### src/rtl/uart_defs_pkg.sv
// Shared UART definitions: FSM state encoding, default baud constants and small helpers.
// Used by the receive block and the transmit side of the system-bus UART link.
package uart_defs_pkg;

  typedef enum logic [2:0] {
    ST_IDLE   = 3'd0,
    ST_START  = 3'd1,
    ST_DATA   = 3'd2,
    ST_PARITY = 3'd3,
    ST_STOP   = 3'd4,
    ST_BREAK  = 3'd5
  } uart_state_t;

  // 50 MHz system clock, 9600 baud, 16x oversampling, 8 data bits.
  localparam int DEFAULT_CLOCKS_PER_PULSE = 5208;
  localparam int DEFAULT_OVERSAMPLE       = 16;
  localparam int DEFAULT_DATA_WIDTH       = 8;

  function automatic logic majority3(input logic a, input logic b, input logic c);
    return (a & b) | (a & c) | (b & c);
  endfunction

  // Even parity: returns the bit that makes the total count of ones even.
  function automatic logic even_parity(input logic [31:0] v);
    return ^v;
  endfunction

endpackage

### src/rtl/uart_rx_tick_gen.sv
// Oversampling tick generator: divides clk by DIV, emits a one-cycle tick and the
// index of that tick within the current bit (0..OVERSAMPLE-1). restart realigns to a start edge.
module uart_rx_tick_gen #(
  parameter int DIV        = 10,
  parameter int OVERSAMPLE = 16,
  localparam int DIV_W     = (DIV > 1) ? $clog2(DIV) : 1,
  localparam int TICK_W    = (OVERSAMPLE > 1) ? $clog2(OVERSAMPLE) : 1
) (
  input  logic              clk,
  input  logic              rstn,
  input  logic              restart,
  output logic              tick,
  output logic [TICK_W-1:0] tick_idx
);

  logic [DIV_W-1:0]  div_r;
  logic [TICK_W-1:0] bit_cnt_r;

  // Clock divider and per-bit tick counter; restart wins over a coincident wrap.
  always_ff @(posedge clk or negedge rstn) begin
    if (!rstn) begin
      div_r     <= {DIV_W{1'b0}};
      bit_cnt_r <= {TICK_W{1'b0}};
      tick      <= 1'b0;
      tick_idx  <= {TICK_W{1'b0}};
    end else if (restart) begin
      div_r     <= {DIV_W{1'b0}};
      bit_cnt_r <= {TICK_W{1'b0}};
      tick      <= 1'b0;
      tick_idx  <= tick_idx;
    end else if (div_r == DIV_W'(DIV - 1)) begin
      div_r     <= {DIV_W{1'b0}};
      tick      <= 1'b1;
      tick_idx  <= bit_cnt_r;
      bit_cnt_r <= (bit_cnt_r == TICK_W'(OVERSAMPLE - 1)) ? {TICK_W{1'b0}}
                                                           : bit_cnt_r + TICK_W'(1);
    end else begin
      div_r     <= div_r + DIV_W'(1);
      tick      <= 1'b0;
      tick_idx  <= tick_idx;
      bit_cnt_r <= bit_cnt_r;
    end
  end

endmodule

### src/rtl/uart_rx_oversampled.sv
// UART 8N1 receiver with 2-FF synchroniser, mid-bit 3-sample majority vote, glitch rejection,
// framing and break detection. Optional even parity bit enabled by defining UART_RX_PARITY_EN.
module uart_rx_oversampled
  import uart_defs_pkg::*;
#(
  parameter int CLOCKS_PER_PULSE = DEFAULT_CLOCKS_PER_PULSE,
  parameter int OVERSAMPLE       = DEFAULT_OVERSAMPLE,
  parameter int DATA_WIDTH       = DEFAULT_DATA_WIDTH
) (
  input  logic                  clk,
  input  logic                  rstn,
  input  logic                  rx,
  output logic                  ready,
  output logic [DATA_WIDTH-1:0] data_out,
  output logic                  frame_err,
  output logic                  break_det
);

  localparam int DIV    = CLOCKS_PER_PULSE / OVERSAMPLE;
  localparam int TICK_W = (OVERSAMPLE > 1) ? $clog2(OVERSAMPLE) : 1;
  localparam int IDX_W  = (DATA_WIDTH > 1) ? $clog2(DATA_WIDTH) : 1;
  localparam logic [TICK_W-1:0] SAMP_A = TICK_W'(OVERSAMPLE / 2 - 1);
  localparam logic [TICK_W-1:0] SAMP_B = TICK_W'(OVERSAMPLE / 2);
  localparam logic [TICK_W-1:0] SAMP_C = TICK_W'(OVERSAMPLE / 2 + 1);

  logic                  sync1_r, sync2_r, prev_r;
  logic                  start_edge_s;
  logic                  tick_s;
  logic [TICK_W-1:0]     tick_idx_s;
  logic                  samp_a_r, samp_b_r;
  logic                  vote_r, vote_vld_r;
  logic                  parity_err_s;
  uart_state_t           state_r;
  logic [IDX_W-1:0]      bit_idx_r;
  logic [DATA_WIDTH-1:0] shift_r;

  // Two-stage synchroniser plus one history stage for falling-edge detection; idle-high preset.
  always_ff @(posedge clk or negedge rstn) begin
    if (!rstn) begin
      sync1_r <= 1'b1;
      sync2_r <= 1'b1;
      prev_r  <= 1'b1;
    end else begin
      sync1_r <= rx;
      sync2_r <= sync1_r;
      prev_r  <= sync2_r;
    end
  end

  // A start needs a genuine 1->0 edge, so a line already low at reset release is ignored.
  assign start_edge_s = (state_r == ST_IDLE) & prev_r & ~sync2_r;

  uart_rx_tick_gen #(
    .DIV        (DIV),
    .OVERSAMPLE (OVERSAMPLE)
  ) u_tick_gen (
    .clk      (clk),
    .rstn     (rstn),
    .restart  (start_edge_s),
    .tick     (tick_s),
    .tick_idx (tick_idx_s)
  );

  // Mid-bit sampling: two early samples held, vote formed on the third tick.
  always_ff @(posedge clk or negedge rstn) begin
    if (!rstn) begin
      samp_a_r   <= 1'b1;
      samp_b_r   <= 1'b1;
      vote_r     <= 1'b1;
      vote_vld_r <= 1'b0;
    end else if (start_edge_s) begin
      vote_vld_r <= 1'b0;
    end else if (tick_s && (tick_idx_s == SAMP_A)) begin
      samp_a_r   <= sync2_r;
      vote_vld_r <= 1'b0;
    end else if (tick_s && (tick_idx_s == SAMP_B)) begin
      samp_b_r   <= sync2_r;
      vote_vld_r <= 1'b0;
    end else if (tick_s && (tick_idx_s == SAMP_C)) begin
      vote_r     <= majority3(samp_a_r, samp_b_r, sync2_r);
      vote_vld_r <= 1'b1;
    end else begin
      vote_vld_r <= 1'b0;
    end
  end

`ifdef UART_RX_PARITY_EN
  logic parity_err_r;

  // Parity mismatch latched when the parity bit is voted, consumed in STOP.
  always_ff @(posedge clk or negedge rstn) begin
    if (!rstn) begin
      parity_err_r <= 1'b0;
    end else if (state_r == ST_PARITY && vote_vld_r) begin
      parity_err_r <= vote_r ^ even_parity(32'(shift_r));
    end else if (start_edge_s) begin
      parity_err_r <= 1'b0;
    end else begin
      parity_err_r <= parity_err_r;
    end
  end

  assign parity_err_s = parity_err_r;
`else
  assign parity_err_s = 1'b0;
`endif

  // Frame FSM with registered ready / frame_err pulses and break level.
  always_ff @(posedge clk or negedge rstn) begin
    if (!rstn) begin
      state_r   <= ST_IDLE;
      bit_idx_r <= {IDX_W{1'b0}};
      shift_r   <= {DATA_WIDTH{1'b0}};
      data_out  <= {DATA_WIDTH{1'b0}};
      ready     <= 1'b0;
      frame_err <= 1'b0;
      break_det <= 1'b0;
    end else begin
      ready     <= 1'b0;
      frame_err <= 1'b0;
      case (state_r)
        ST_IDLE: begin
          if (start_edge_s) begin
            state_r   <= ST_START;
            bit_idx_r <= {IDX_W{1'b0}};
          end else begin
            state_r <= ST_IDLE;
          end
        end
        ST_START: begin
          if (vote_vld_r) begin
            state_r   <= vote_r ? ST_IDLE : ST_DATA;
            bit_idx_r <= {IDX_W{1'b0}};
          end else begin
            state_r <= ST_START;
          end
        end
        ST_DATA: begin
          if (vote_vld_r) begin
            shift_r <= {vote_r, shift_r[DATA_WIDTH-1:1]};
            if (bit_idx_r == IDX_W'(DATA_WIDTH - 1)) begin
`ifdef UART_RX_PARITY_EN
              state_r <= ST_PARITY;
`else
              state_r <= ST_STOP;
`endif
            end else begin
              bit_idx_r <= bit_idx_r + IDX_W'(1);
            end
          end else begin
            state_r <= ST_DATA;
          end
        end
        ST_PARITY: begin
          state_r <= vote_vld_r ? ST_STOP : ST_PARITY;
        end
        ST_STOP: begin
          if (vote_vld_r) begin
            if (vote_r && !parity_err_s) begin
              data_out <= shift_r;
              ready    <= 1'b1;
              state_r  <= ST_IDLE;
            end else if (vote_r) begin
              frame_err <= 1'b1;
              state_r   <= ST_IDLE;
            end else if (shift_r == {DATA_WIDTH{1'b0}}) begin
              frame_err <= 1'b1;
              break_det <= 1'b1;
              state_r   <= ST_BREAK;
            end else begin
              frame_err <= 1'b1;
              state_r   <= ST_IDLE;
            end
          end else begin
            state_r <= ST_STOP;
          end
        end
        ST_BREAK: begin
          if (sync2_r) begin
            break_det <= 1'b0;
            state_r   <= ST_IDLE;
          end else begin
            state_r <= ST_BREAK;
          end
        end
        default: begin
          state_r <= ST_IDLE;
        end
      endcase
    end
  end

endmodule

### config.mk
export PLATFORM = sky130hd
export DESIGN_NAME = uart_rx_oversampled
export DESIGN_NICKNAME = d
export VERILOG_FILES = /design/src/rtl/uart_defs_pkg.sv /design/src/rtl/uart_rx_tick_gen.sv /design/src/rtl/uart_rx_oversampled.sv
export SDC_FILE = /design/constraint.sdc
export NUM_CORES = 1
export LEC_CHECK = 0
export BUFFER_PORTS_ARGS = -buffer_cell sky130_fd_sc_hd__clkbuf_2
export CORE_MARGIN = 10
export CORE_UTILIZATION = 64
export CTS_CLUSTER_DIAMETER = 40
export DETAILED_ROUTE_END_ITERATION = 16
export GPL_TIMING_DRIVEN = 0
export PLACE_DENSITY = 0.83
export SKIP_LAST_GASP = 1
export SLEW_MARGIN = 20
export SYNTH_ARGS = -nofsm -noshare
export SYNTH_HDL_FRONTEND = slang
export SYNTH_SLANG_ARGS = --single-unit
### constraint.sdc
create_clock -name clk -period 4 [get_ports clk]
set_input_delay 0.8 -clock clk [delete_from_list [all_inputs] [get_ports clk]]
set_output_delay 0.8 -clock clk [all_outputs]
set_load 0.05 [all_outputs]
### Yosys cells after proc, flatten, opt, wreduce, memory -nomap -nowiden

Cells that the tools add are included.

| operators by class | value |
|---|---|
| bitwise logic cells | 11 |
| $add $sub $neg | 3 |
| multiplexer cells | 38 |
| reductions and logical operators | 16 |
| equal/unequal tests | 20 |

Operators with widths:

| operator | count |
|---|---|
| 2-to-1 mux 3 bit | 11 |
| 2-to-1 mux 9 bit | 2 |
| case mux 3 bit (6 select lines) | 1 |
| 2-to-1 mux 1 bit | 17 |
| inequality test 2 bit, second input constant | 8 |
| equality test 4 bit, second input constant | 3 |
| 2-to-1 mux 4 bit | 3 |
| AND reduction 5 bit | 2 |
| adder 9 x 1 -> 9 bit, second input constant | 1 |
| equality test 3 bit, second input constant | 3 |
| equality test 9 bit, second input constant | 1 |
| case mux 3 bit (3 select lines) | 1 |
| zero test 8 bit | 1 |
| equality test 3 x 2 -> 1 bit, second input constant | 2 |
| AND reduction 2 bit | 3 |
| AND reduction 3 bit | 2 |
| AND 1 bit | 5 |
| adder 4 x 1 -> 4 bit, second input constant | 1 |
| equality test 4 x 3 -> 1 bit, second input constant | 1 |
| 2-to-1 mux 2 bit | 2 |
| NOT 1 bit | 4 |
| AND reduction 4 bit | 1 |
| nonzero test 2 bit | 2 |
| adder 3 x 1 -> 3 bit, second input constant | 1 |
| 7 further kinds | 10 |

| storage, ports and cells | value |
|---|---|
| input port bits | 3 |
| word-level logic and storage cells | 106 |
| flip-flop bits (word level) | 50 |
| output and inout port bits | 11 |

### Longest topological paths before layout

| depth | value |
|---|---|
| word-level depth | 6 |
| mapped depth | 5 |
| mapped depth without buffers | 5 |

### Cells and area by module

From an unflattened synthesis, not the netlist that was laid out.

| unflattened totals | value |
|---|---|
| cells, all modules | 190 |
| area total of the unflattened synthesis | 2,314.7 µm² |

By module, submodules not included:

| module | sequential area each (µm²) | area an instance (µm²) | cells each | times used |
|---|---|---|---|---|
| uart_rx_oversampled | 808.3 | 1,416.4 | 111 | 1 |
| uart_rx_tick_gen | 450.4 | 898.4 | 79 | 1 |

### Worst setup path before layout

No wires, ideal clock.

| timing path | value |
|---|---|
| kind | register -> register |
| start point | reg prev_r |
| end point | reg u_tick_gen.tick_idx[0] |
| period minus slack after synthesis | 1.806 ns |
| setup time | 0.125 ns |
| path slack | 2.194 ns |
| arrival time | 1.681 ns |
| cell stages (with the launch flop) | 5 |
| required time | 3.875 ns |
| buffers on the path | 1 |
| cells stage by stage | dfstp_2 -> or4b_1 -> buf_2 -> o211ai_2 -> mux2_2 |

| between the ends | value |
|---|---|
| longest elaborated chain between the ends | 4 |

RTL lines:

| what | RTL line | source |
|---|---|---|
| start: declaration | uart_rx_oversampled.sv:26 | `logic sync1_r, sync2_r, prev_r;` |
| start signal: assignment | uart_rx_oversampled.sv:46 | `prev_r <= sync2_r;` |
| AND 1 bit (2 in a row) | uart_rx_oversampled.sv:51 | `assign start_edge_s = (state_r == ST_IDLE) & prev_r & ~sync2_r;` |
| NOT 1 bit (no source line) | -- |  |
| AND reduction 2 bit (no source line) | -- |  |
| end signal: assignment | uart_rx_tick_gen.sv:30 | `tick_idx <= tick_idx;` |
| end signal: assignment | uart_rx_tick_gen.sv:34 | `tick_idx <= bit_cnt_r;` |
| end signal: assignment | uart_rx_tick_gen.sv:40 | `tick_idx <= tick_idx;` |
| end: declaration | uart_rx_tick_gen.sv:13 | `output logic [TICK_W-1:0] tick_idx` |

No other way between the ends.
A chain may end at the register's enable or synchronous reset.

### Worst setup path after layout

Same ends and word-level chain as after synthesis.

==> results.ini <==
[logic_synthesis]
synthesis.area_um2=2267
netlist_top_cells_count=dfrtp_1 (44), mux2_2 (22), a21oi_1 (15)
async_flop_share=1.000
synth_most_common_cell=dfrtp_1
netlist.area_leader.share=0.4857
synth-seq-cells=50
ys.flop_type=dfrtp_1
ys_seq_area_frac=0.5552
synth_edf_count=0
synth_cell_types=41
synth_top_area_cell=dfrtp_1
synth.net_count=202
avgSynthCellArea_um2=11.69
yosysWarnings=0
netlist_instances=194
synth_area_leaders=dfrtp_1 (49%), mux2_2 (11%), dfstp_2 (7.0%)

[placed_design]
detailed_place_hpwl_mm=3.040
dpl_worst_slack_ns=2.068
port_buffers=13
gp_congestion=0.7842

[sta]
fmax_ghz=0.5040
period_minus_slack_ns=1.984
worst_pin_slew_ns=0.7059
skew_ns=0.01183
finalSetupViolCount=0
worst_slack_ns=2.016
min_period_over_period=0.4960
finalHoldViolCount=0
slew_headroom=0.5228
drv_slew=0
rsz0062_at_grt=false
tns_ns=0

[run]
maxCapViolations=0

[cts]
cts_buffers=5
cts_tree=done
post_cts_buffers=0
cts_buffer_depth=2
htreeDepth=2
clkLatencyLatePin_ns=0.37
cts-resized-gates=0
cts.sink_count=50
path_clk_slew_ns=0.14
ctsHoldBuffers=0
root_buffer=clkbuf_4

[global_route]
met1_usage=0.1433
grt_util_met3=0.04955
grt_max_degree=51
grt_pass1_vias=1715
antenna_found_initial=0
top_usage_layer=met2
grt_pass1_wl_mm=7.438
grt_use_total=0.1443
grt_overflow=0
groute.layer.met2.usage=0.2646

[routing]
post_drt_wl_per_cell_um=16.36
postRouteAntennaNets=0
drtPass1Iterations=4
wl_mm=4.269
drc=0
via_per_inst=6.226
vias=1625
drt_iter0_markers=111

[die]
initial_core_util=0.6689
die_y_um=79.52
rows=21
ioPinCount=14
core_area_um2=3390
fp.dieW_um=79.52
die_area_um2=6323

[min_path]
holdPathStages=0
min_delay_worst_endpoint=sync2_r$_DFF_PN1_
worstHoldStart=sync1_r$_DFF_PN1_
min_path_type=reg2reg

[finish]
antenna_cells=0
drive_above_1_share=0.2744
area_growth_pct=9.161
final_nets=222
fillers=260

[worst_setup_path]
reg2reg_to=u_tick_gen.tick_idx[0]$_DFFE_PN0P_
startpoint_type=register
critPathSlowestCell=dfstp_2
path_class=reg2reg
crit_path_end_kind=register
crit_chain=or4b_1, buf_2, o211ai_2, mux2_2
r2r-start=prev_r$_DFF_PN1_
critPathRequiredTime_ns=4.26
arrival_ns=2.25
reg2reg_slack_ns=2.02
slowest_delay_ns=0.55
critPathMaxFanout=8
reg2regPathDepth=4

[pwr]
power_density_nw_per_um2=399.0
finalPower_mw=0.9874
p_leak_nw=1.171
ir_worst_vdd_mv=0.3583

[run_status]
outcome=finished, final reports clean

[layout by cell type, fill, tap and decap left out, types with 2 or more instances in the layout]
master / synthesis / routed
dfrtp_1: 44 / 44
mux2_2: 22 / 22
a21oi_1: 15 / 15
clkbuf_2: 0 / 12
inv_1: 11 / 11
o21ai_0: 10 / 10
nor2_1: 9 / 9
nand2_1: 8 / 8
nand3_1: 7 / 7
clkbuf_4: 0 / 6
dfstp_2: 6 / 6
buf_2: 5 / 5
ha_1: 5 / 5
a31oi_1: 4 / 4
or3_1: 3 / 3
clkbuf_1: 3 / 3
nor4b_1: 3 / 3
nor2b_1: 3 / 3
nand4_1: 2 / 2
or4b_1: 2 / 2
nand4b_1: 2 / 2
xnor2_1: 2 / 2
and4b_1: 2 / 2
nor4bb_1: 2 / 2
o211ai_1: 2 / 2
o31ai_1: 2 / 2
nor3b_1: 2 / 2
nand2b_1: 2 / 2
o221ai_1: 2 / 2
clkinvlp_4: 0 / 2
[power by group]
| group | total, mW | internal [mW] | switching [mW] |
|---|---|---|---|
| sequential | 0.590 | 0.542 | 0.0486 |
| clock | 0.292 | 0.131 | 0.161 |
| combinational | 0.105 | 0.0448 | 0.0597 |
[metal layers]
metal,vias to the layer above,share of wire
li1,748,-
met1,823,0.40
met2,44,0.53
met3,10,0.054
met4,0,0.021
met5,-,0
[per-stage QoR]
| stage | cells | util | area (µm²) | hold slack (ns) |
|---|---|---|---|---|
| CTS | 261 | 0.7302 | 2475 | 0.3738 |
| detailed placement | 253 | 0.7058 | 2392 | 0.3565 |
| finish | 261 | 0.7302 | 2475 | 0.3656 |
| floorplan | 194 | - | 2267 | 0.3452 |
| global placement | 253 | 0.7051 | 2390 | 0.3458 |
| global route | 261 | 0.7302 | 2475 | 0.3732 |
[worst max-delay path: cells and delay by family, from the launching register on]
family | cells | cell delay (ns)
mux | 1 | 0.38
buf+inv | 1 | 0.21
flops | 1 | 0.55
compound gates | 1 | 0.31
simple gates | 1 | 0.44
[layout make-up]
type	count	area, µm²	area share
sequential	50	1259	0.5086
multi-input combinational	125	930.9	0.3761
timing repair buffer	13	67.56	0.02730
tap	46	57.56	0.02326
clock inverter	3	45.04	0.01820
inverter	11	41.29	0.01668
clock buffer	5	37.54	0.01517
buffer	8	36.28	0.01466
[cells by family after synthesis]
group,after synthesis,share of synthesized area
muxes,22,0.1093
and+or+nand+nor,54,0.1485
xor gates and xnor gates,3,0.01159
DFF,50,0.5552
AOI/OAI and AO/OA,40,0.1093
adders and majority gates,6,0.03201
buffers and inverters,19,0.03421
[registers in the layout, indices dropped and copies added, names as in the netlist, 3 cells and up]
register / flops
bit_idx_r: 3
data_out: 8
shift_r: 8
state_r: 3
u_tick_gen.bit_cnt_r: 4
u_tick_gen.div_r: 9
u_tick_gen.tick_idx: 4
[how the worst max path moves through the flow]
stage | startpoint | endpoint | slack [ns] | cells past startpoint
5_1_grt | prev_r$_DFF_PN1_ | u_tick_gen.tick_idx[0]$_DFFE_PN0P_ | 1.96 | 4
2_1_floorplan | prev_r$_DFF_PN1_ | u_tick_gen.tick_idx[0]$_DFFE_PN0P_ | 2.19 | 4
3_5_place_dp | prev_r$_DFF_PN1_ | u_tick_gen.tick_idx[2]$_DFFE_PN0P_ | 2.07 | 4
6_report | prev_r$_DFF_PN1_ | u_tick_gen.tick_idx[0]$_DFFE_PN0P_ | 2.02 | 4
3_3_place_gp | prev_r$_DFF_PN1_ | u_tick_gen.tick_idx[1]$_DFFE_PN0P_ | 2.10 | 4
4_1_cts | prev_r$_DFF_PN1_ | u_tick_gen.tick_idx[2]$_DFFE_PN0P_ | 2.04 | 4
No activity file was read; power rests on OpenSTA's default activity.
